`src/rtl/alu_sequencer.sv`:
```
// alu_sequencer: multi-cycle BCD arithmetic unit.
// Converts BCD operands to binary, does add/sub/mul/div, then converts back.
module alu_sequencer #(
    parameter int SAT_VALUE = 999,
    parameter int ITER      = 10
) (
    input  logic        clock,
    input  logic        reset,
    input  logic        execute,
    input  logic [1:0]  operator,
    input  logic [11:0] a_bcd,
    input  logic [11:0] b_bcd,
    output logic [11:0] result_bcd,
    output logic        busy,
    output logic        done,
    output logic        negative,
    output logic        overflow,
    output logic        div_zero
);

    localparam int W   = ITER;
    localparam int DDW = 12 + W;

    localparam logic [1:0] OP_ADD = 2'b00;
    localparam logic [1:0] OP_SUB = 2'b01;
    localparam logic [1:0] OP_MUL = 2'b10;
    localparam logic [1:0] OP_DIV = 2'b11;

    typedef enum logic [1:0] {
        IDLE,
        CALC,
        CONV,
        DONE
    } state_t;

    state_t         state;
    logic [1:0]     op;
    logic [W-1:0]   opa;
    logic [W-1:0]   opb;
    logic [2*W-1:0] acc;
    logic [W-1:0]   rem;
    logic [3:0]     cnt;
    logic [DDW-1:0] dd;
    logic           neg_acc;
    logic           ovf_acc;
    logic           dz_acc;

    logic [2*W-1:0] mul_acc;
    logic [W:0]     r_sh;
    logic           ge;
    logic [W-1:0]   rem_nx;
    logic [W-1:0]   quo_nx;
    logic [2*W-1:0] raw;
    logic           ovf_nx;
    logic [W-1:0]   sat_bin;
    logic           calc_last;
    logic           conv_last;
    logic [DDW-1:0] dd_adj;
    logic [DDW-1:0] dd_nx;

    function automatic logic [3:0] clamp(input logic [3:0] d);
        return (d > 4'd9) ? 4'd9 : d;
    endfunction

    function automatic logic [W-1:0] bcd_to_bin(input logic [11:0] d);
        logic [W-1:0] h;
        logic [W-1:0] t;
        logic [W-1:0] o;
        h = W'(clamp(d[11:8]));
        t = W'(clamp(d[7:4]));
        o = W'(clamp(d[3:0]));
        return h * W'(100) + t * W'(10) + o;
    endfunction

    // One arithmetic step: shift-add product, restoring-division bit, final result.
    always_comb begin
        mul_acc = acc;
        if (opb[cnt])
            mul_acc = acc + ((2*W)'(opa) << cnt);
        r_sh   = {rem, opa[W-1]};
        ge     = r_sh >= {1'b0, opb};
        rem_nx = ge ? W'(r_sh - {1'b0, opb}) : r_sh[W-1:0];
        quo_nx = {opa[W-2:0], ge};
        raw    = '0;
        case (op)
            OP_ADD: raw = (2*W)'(opa) + (2*W)'(opb);
            OP_SUB: raw = (opa >= opb) ? (2*W)'(opa - opb)
                                       : (2*W)'(opb - opa);
            OP_MUL: raw = mul_acc;
            OP_DIV: raw = (opb == '0) ? '0 : (2*W)'(quo_nx);
            default: raw = '0;
        endcase
        ovf_nx    = raw > (2*W)'(999);
        sat_bin   = ovf_nx ? W'(SAT_VALUE) : raw[W-1:0];
        calc_last = !op[1] || (cnt == 4'(W-1));
        conv_last = cnt == 4'(W-1);
    end

    // Double-dabble step: add 3 to BCD nibbles >= 5, then shift left.
    always_comb begin
        dd_adj = dd;
        for (int i = 0; i < 3; i++) begin
            if (dd[W+4*i +: 4] >= 4'd5)
                dd_adj[W+4*i +: 4] = dd[W+4*i +: 4] + 4'd3;
        end
        dd_nx = {dd_adj[DDW-2:0], 1'b0};
    end

    // Control FSM with datapath registers and registered outputs.
    always_ff @(posedge clock) begin
        if (reset) begin
            state      <= IDLE;
            op         <= OP_ADD;
            opa        <= '0;
            opb        <= '0;
            acc        <= '0;
            rem        <= '0;
            cnt        <= '0;
            dd         <= '0;
            neg_acc    <= 1'b0;
            ovf_acc    <= 1'b0;
            dz_acc     <= 1'b0;
            result_bcd <= '0;
            busy       <= 1'b0;
            done       <= 1'b0;
            negative   <= 1'b0;
            overflow   <= 1'b0;
            div_zero   <= 1'b0;
        end else begin
            case (state)
                IDLE: begin
                    done <= 1'b0;
                    busy <= 1'b0;
                    if (execute) begin
                        op      <= operator;
                        opa     <= bcd_to_bin(a_bcd);
                        opb     <= bcd_to_bin(b_bcd);
                        acc     <= '0;
                        rem     <= '0;
                        cnt     <= '0;
                        neg_acc <= 1'b0;
                        ovf_acc <= 1'b0;
                        dz_acc  <= 1'b0;
                        busy    <= 1'b1;
                        state   <= CALC;
                    end
                end
                CALC: begin
                    cnt <= cnt + 4'd1;
                    acc <= mul_acc;
                    rem <= rem_nx;
                    if (op == OP_DIV)
                        opa <= quo_nx;
                    if (calc_last) begin
                        dd      <= DDW'(sat_bin);
                        ovf_acc <= ovf_nx;
                        neg_acc <= (op == OP_SUB) && (opa < opb);
                        dz_acc  <= (op == OP_DIV) && (opb == '0);
                        cnt     <= '0;
                        state   <= CONV;
                    end
                end
                CONV: begin
                    dd  <= dd_nx;
                    cnt <= cnt + 4'd1;
                    if (conv_last) begin
                        result_bcd <= dd_nx[W +: 12];
                        negative   <= neg_acc;
                        overflow   <= ovf_acc;
                        div_zero   <= dz_acc;
                        done       <= 1'b1;
                        cnt        <= '0;
                        state      <= DONE;
                    end
                end
                DONE: begin
                    done  <= 1'b0;
                    busy  <= 1'b0;
                    state <= IDLE;
                end
                default: state <= IDLE;
            endcase
        end
    end

endmodule

```
`config.mk`:
```
export PLATFORM = sky130hd
export DESIGN_NAME = alu_sequencer
export DESIGN_NICKNAME = d
export VERILOG_FILES = /design/src/rtl/alu_sequencer.sv
export SDC_FILE = /design/constraint.sdc
export NUM_CORES = 1
export LEC_CHECK = 0
export ABC_AREA = 1
export CAP_MARGIN = 20
export CORE_UTILIZATION = 68
export CTS_CLUSTER_DIAMETER = 30
export DETAILED_ROUTE_END_ITERATION = 8
export PLACE_DENSITY = 0.88
export SLEW_MARGIN = 20
export SYNTH_ARGS = -nofsm -noshare
export SYNTH_HDL_FRONTEND = slang
export SYNTH_SLANG_ARGS = --single-unit
```
`constraint.sdc`:
```
create_clock -name clock -period 9.2 [get_ports clock]
set_clock_uncertainty 0.1 [all_clocks]
set_input_delay 1.38 -clock clock [delete_from_list [all_inputs] [get_ports clock]]
set_output_delay 1.38 -clock clock [all_outputs]
set_load 0.02 [all_outputs]
```
==> flow_summary.json, run 1 <==
{
  "cp_max_fo": 22,
  "antenna_found_initial": 0,
  "leakage_nw": 5.490,
  "post-cts-setup-buffers": 0,
  "place_congestion": 1.008,
  "synth-edff-count": 0,
  "hold_buffers": 0,
  "first_pass_iters": 6,
  "pin_count": 46,
  "grt_pass1_wl_um": 49160,
  "cp_slowest_cell": "dfxtp_1",
  "hold_viol_final": 0,
  "rows": 44,
  "gr-total-overflow": 0,
  "wl_per_cell_um": 16.27,
  "layout_common_cells": "458 x nand2_1, 219 x inv_1, 162 x nor2_1, 128 x a21oi_1, 114 x ha_1",
  "drc": 0,
  "num_antenna_cells": 0,
  "io_buffers": 45,
  "cp_cell_sequence": "inv_1 > o21ai_0 > mux2i_1 > a32o_1 > ha_1 > nand2_1 > nor2_1 > nand3_1 > nand3_1 > nand2_1 > nand3_1 > nand2_1 > nand2_1 > nand4_1 > nand3_2 > nor2_1 > nor2_2 > nand3_2 > nand2_1 > a21oi_2",
  "crit_required_ns": 9.31,
  "syn-num-nets": 1813,
  "startpoint_type": "flip-flop",
  "cts_max_level": 3,
  "yosysWarnings": 0,
  "maxCapViolCount": 0,
  "place_area_mm2": 0.01076,
  "reg2reg_depth": 20,
  "synth_seq_area_share_pct": 19.37,
  "rsz0062_at_grt": "no",
  "core_mm2": 0.01470,
  "max_freq_mhz": 208.1,
  "slowest_delay_ns": 0.77,
  "critPathKind": "flip-flop to flip-flop",
  "final_cell_area_mm2": 0.01109,
  "powerDensity_mw_per_mm2": 344.8,
  "ant_nets": 0,
  "start_util_pct": 70.30,
  "outcome": "finished, final reports clean",
  "grt_pass1_vias": 10124,
  "clock_path_buffers": 2,
  "drive_above_1_share_pct": 4.513,
  "min_period_ns": 4.806,
  "worstPathArrival_ns": 4.92,
  "finalSetupViolations": 0,
  "hp-class": "flip-flop to flip-flop",
  "setup_tns_ns": 0,
  "crit_top_cell": "nand2_1",
  "hold_depth": 2,
  "syn_avg_cell_area_um2": 6.244,
  "netlist_instances": 1655,
  "peakVddDrop_mv": 0.3613,
  "yosysUniqueCellTypes": 49,
  "die_y_um": 125.3,
  "worst_pin_slew_ns": 1.041,
  "mostFrequentLayoutCell": "nand2_1",
  "area_delta_synth_final_pct": 7.338,
  "cts_tree": "built",
  "synth_area_mm2": 0.01033,
  "vias_per_cell": 5.941,
  "first_iter_violations": 1215,
  "die_w_um": 125.3,
  "wl_um": 30030,
  "drv_slew": 0,
  "max_slew_margin_pct": 30.46,
  "clkSinkCount": 100,
  "cts_buffers": 9,
  "fin_util_pct": 75.46,
  "dieArea_mm2": 0.01569,
  "clk_pin_slew_ns": 0.08,
  "synthArstFlopShare_pct": 0,
  "ctsResizeCount": 0,
  "dp_hpwl_um": 22700,
  "fin_crit_sh_pct": 52.24,
  "vias": 10968,
  "fillCellCount": 1246,
  "end_kind": "flip-flop",
  "ys.flop_type": "dfxtp_1",
  "clockRootBuffer": "clkbuf_16",
  "synth_seq_cells": 100,
  "finalNetCount": 1815,
  "clock_latency_ns": 0.37,
  "grt_max_degree": 74,
  "gr-usage-all-layers_pct": 38.79
}
## cells by family after synthesis
logic type | synth area share [%]
adder cells (fa/ha/maj) | 16.71
flip-flops | 19.37
other | 0.07268
AO/OA/AOI/OAI | 15.81
buffers and inverters | 10.99
XOR/XNOR | 3.475
AND/OR/NAND/NOR | 33.36
multiplexers | 0.2058
## flip-flops by register name, summed over array words and instances, names as in the netlist
| signal | cells |
|---|---|
| busy | 1 |
| dz_acc | 1 |
| opa | 10 |
| done | 1 |
| dd | 22 |
| ovf_acc | 1 |
| op | 2 |
| state | 2 |
| cnt | 4 |
| rem | 10 |
| negative | 1 |
| neg_acc | 1 |
| opb | 10 |
| result_bcd | 12 |
| acc | 20 |
| div_zero | 1 |
| overflow | 1 |
## path summary, 6_finish.rpt
path	from	endpoint	slack (ns)
worst min-delay path	neg_acc	neg_acc	0.37
worst min register to register	neg_acc	neg_acc	0.37
worst max-delay path	cnt[1]	dd[7]	4.39
worst max register to register	cnt[1]	dd[7]	4.39
## final cells by class
cell class	count	area, um^2	share of cell area (%)
timing repair buffer	49	475.5	4.287
tap	184	230.2	2.076
clock buffer	9	225.2	2.030
multi-input combinational	1272	7212	65.02
sequential	100	2002	18.05
inverter	225	844.6	7.614
clock inverter	7	102.6	0.9250
## cells in the mapped netlist, types with 3 or more instances
cell	instances	share of area [%]
a211oi_1	5	0.36
a21oi_1	129	6.2
a21oi_2	9	0.76
a221oi_1	3	0.25
a22oi_1	11	0.80
buf_1	5	0.18
buf_2	8	0.39
buf_4	5	0.36
buf_6	6	0.65
clkbuf_1	34	1.2
dfxtp_1	100	19
fa_1	15	2.9
ha_1	114	14
inv_1	219	8.0
inv_2	6	0.22
nand2_1	458	17
nand2_2	3	0.18
nand3_1	99	4.8
nand3_2	15	1.5
nand3b_1	6	0.44
nand4_1	25	1.5
nor2_1	164	6.0
nor2_2	6	0.36
nor3_1	14	0.68
o211ai_1	9	0.65
o21ai_0	95	4.6
o21bai_1	11	0.80
o22ai_1	6	0.36
or2_1	3	0.18
or2_2	6	0.36
xnor2_1	11	0.93
xor2_1	30	2.5
## worst max-delay path: cells and delay by family (launching register included)
family | cells | cell delay (ns)
adders and majority gates | 1 | 0.36
buffers and inverters | 1 | 0.40
DFF | 1 | 0.77
and+or+nand+nor | 14 | 2.14
muxes | 1 | 0.15
AOI/OAI and AO/OA | 3 | 0.72
## power breakdown
group / switching (W) / total, W / internal [W]
registers: 0.000128 / 0.000651 / 0.000523
clock network: 0.000198 / 0.000420 / 0.000221
logic: 0.00189 / 0.00275 / 0.000867
## through the flow
step                      power, W  worst slack (ns)  std cells  hold WS [ns]
after floorplan           0.002677             4.867       1655        0.3453
after global placement    0.003236             4.203       1830        0.3542
after detailed placement  0.003298             4.052       1830        0.3661
after CTS                 0.003733             4.406       1846        0.3761
after global routing      0.004137             3.924       1846        0.3896
final                     0.003825             4.394       1846        0.3694
## routing by layer
layer  global-route usage (%)  part of all wire (%)  wire (um)  vias up
met5                        0                     0          0        -
met4                    13.56                   2.8        828        0
met3                    5.905                   9.2       2754       70
met2                    63.23                    45      13380      511
met1                    52.17                    44      13070     5027
li1                         -                     -          -     5360
Power figures use the tool's default switching activity.
==> inputs of run 2 (changes only) <==
--- a/config.mk
+++ b/config.mk
@@ -7,10 +7,10 @@
 export LEC_CHECK = 0
 export ABC_AREA = 1
 export CAP_MARGIN = 20
-export CORE_UTILIZATION = 68
+export CORE_UTILIZATION = 57
 export CTS_CLUSTER_DIAMETER = 30
 export DETAILED_ROUTE_END_ITERATION = 8
-export PLACE_DENSITY = 0.88
+export PLACE_DENSITY = 0.79
 export SLEW_MARGIN = 20
 export SYNTH_ARGS = -nofsm -noshare
 export SYNTH_HDL_FRONTEND = slang
==> constraint.sdc (replaced) <==
create_clock -name clock -period 4 [get_ports clock]
set_clock_uncertainty 0.1 [all_clocks]
set_input_delay 0.6 -clock clock [delete_from_list [all_inputs] [get_ports clock]]
set_output_delay 0.6 -clock clock [all_outputs]
set_load 0.02 [all_outputs]
==> run 2 against run 1 <==
Effect of this change:
- worst hold slack gained 0.0020 ns
- power is 140% higher
- highest routed layer unchanged
- core utilization decreased by 7.6 points
- sequential power is 120% higher
- critical path depth rose by 5
- clock power up 110%
- register-to-register slack lost 4.2 ns
- via count is 1.0% higher
- die area grew 19%
- wire length grew 2.1%
- cell count is 5.9% higher
==> flow_summary.json, run 2 (same netlist as run 1, synthesis figures left out) <==
{
  "outcome": "finished, final reports clean",
  "clkSinkCount": 100,
  "crit_required_ns": 4.11,
  "antenna_found_initial": 0,
  "cts_buffers": 9,
  "hp-class": "flip-flop to flip-flop",
  "crit_top_cell": "nand2_1",
  "gr-total-overflow": 0,
  "cp_max_fo": 11,
  "start_util_pct": 59.13,
  "setup_ws_ns": 0.1622,
  "peakVddDrop_mv": 0.7398,
  "dp_hpwl_um": 23580,
  "place_congestion": 1.008,
  "mostFrequentLayoutCell": "nand2_1",
  "clockRootBuffer": "clkbuf_16",
  "drive_above_1_share_pct": 10.24,
  "cts_tree": "built",
  "startpoint_type": "flip-flop",
  "total_power_w": 0.009314,
  "ant_nets": 0,
  "gr-usage-all-layers_pct": 33.22,
  "worst_pin_slew_ns": 0.9306,
  "maxCapViolCount": 0,
  "first_pass_iters": 7,
  "hold_viol_final": 0,
  "grt_max_degree": 73,
  "clock_path_buffers": 2,
  "pre_cts_slack_ns": -0.2357,
  "first_iter_violations": 1128,
  "grt_pass1_vias": 10122,
  "slowest_delay_ns": 0.44,
  "io_buffers": 45,
  "leakage_nw": 5.819,
  "vias": 11080,
  "die_y_um": 136.6,
  "min_period_ns": 3.838,
  "wl_per_cell_um": 15.68,
  "max_freq_mhz": 260.6,
  "layout_common_cells": "452 x nand2_1, 218 x inv_1, 155 x nor2_1, 123 x a21oi_1, 107 x ha_1",
  "powerDensity_mw_per_mm2": 784.8,
  "num_antenna_cells": 0,
  "critPathKind": "flip-flop to flip-flop",
  "finalSetupViolations": 0,
  "finalNetCount": 1882,
  "core_mm2": 0.01748,
  "dieArea_mm2": 0.01867,
  "clk_pin_slew_ns": 0.08,
  "wl_um": 30650,
  "pin_count": 46,
  "vias_per_cell": 5.670,
  "drc": 0,
  "cts_max_level": 3,
  "area_delta_synth_final_pct": 14.84,
  "worstPathArrival_ns": 3.95,
  "fin_crit_sh_pct": 95.94,
  "cp_slowest_cell": "dfxtp_1",
  "grt_pass1_wl_um": 49180,
  "end_kind": "flip-flop",
  "largest_reg_flops": 22,
  "max_slew_margin_pct": 37.73,
  "clock_latency_ns": 0.36,
  "reg.largest.list": "dd: 22 flops, acc: 20 flops, result_bcd: 12 flops",
  "drv_slew": 0,
  "max_flop_register": "dd",
  "rows": 48,
  "die_w_um": 136.6
}
## run 2: where the power goes
part | internal [W] | switching, W | total [W]
Combinational | 0.00242 | 0.00458 | 0.00699
Clock | 0.000443 | 0.000455 | 0.000898
Sequential | 0.00121 | 0.000217 | 0.00142
Total | 0.00406 | 0.00525 | 0.00931
## run 2: path summary, 6_finish.rpt
| check | from | end | slack, ns | depth (start not counted) |
|---|---|---|---|---|
| worst min-delay path | dd[0] | dd[0] | 0.37 | 2 |
| worst min register to register | dd[0] | dd[0] | 0.37 | 2 |
| worst max-delay path | opa[4] | dd[1] | 0.16 | 25 |
| worst max register to register | opa[4] | dd[1] | 0.16 | 25 |
## run 2: layer usage
layer	wire (um)	global-route usage, %	vias to the layer above
met5	0	0	-
met4	925	11.67	0
met3	2554	6.852	73
met2	13590	52.68	467
met1	13580	44.42	5048
li1	-	-	5492
## run 2: worst max-delay path: cells and delay by family, from the launching register on
family	cells	cell delay, ns
flip-flops	1	0.44
adder cells (fa/ha/maj)	1	0.27
buffers and inverters	4	0.37
multiplexers	1	0.20
AO/OA/AOI/OAI	5	0.90
AND/OR/NAND/NOR	14	1.39
## run 2: per-stage QoR
stage	hold WS [ns]	area (um^2)	TNS (ns)	utilization, %	std cells
floorplan	0.3453	10330	0	-	1655
global placement	0.3537	11270	-0.1048	64.46	1929
detailed placement	0.3596	11270	-0.6962	64.46	1929
CTS	0.3720	11570	0	66.19	1945
global route	0.3999	11870	-0.7673	67.91	1954
finish	0.3714	11870	0	67.91	1954
## run 2: timing repair
action	4_1_cts	5_1_grt
resized for setup	0	57
hold buffers	0	0
endpoints found under the setup margin	0	13
endpoints found under the hold margin	0	0
buffers inserted	0	7
## run 2: cell type report
type                    instances  area, um^2
clock buffers                   9       225.2
flip-flops and latches        100        2006
inverters                     225       848.3
fillers                      1562        5609
repair buffers                115        1013
well taps                     225       281.5
multi-input cells            1273        7417
clock inverters                 7       76.32
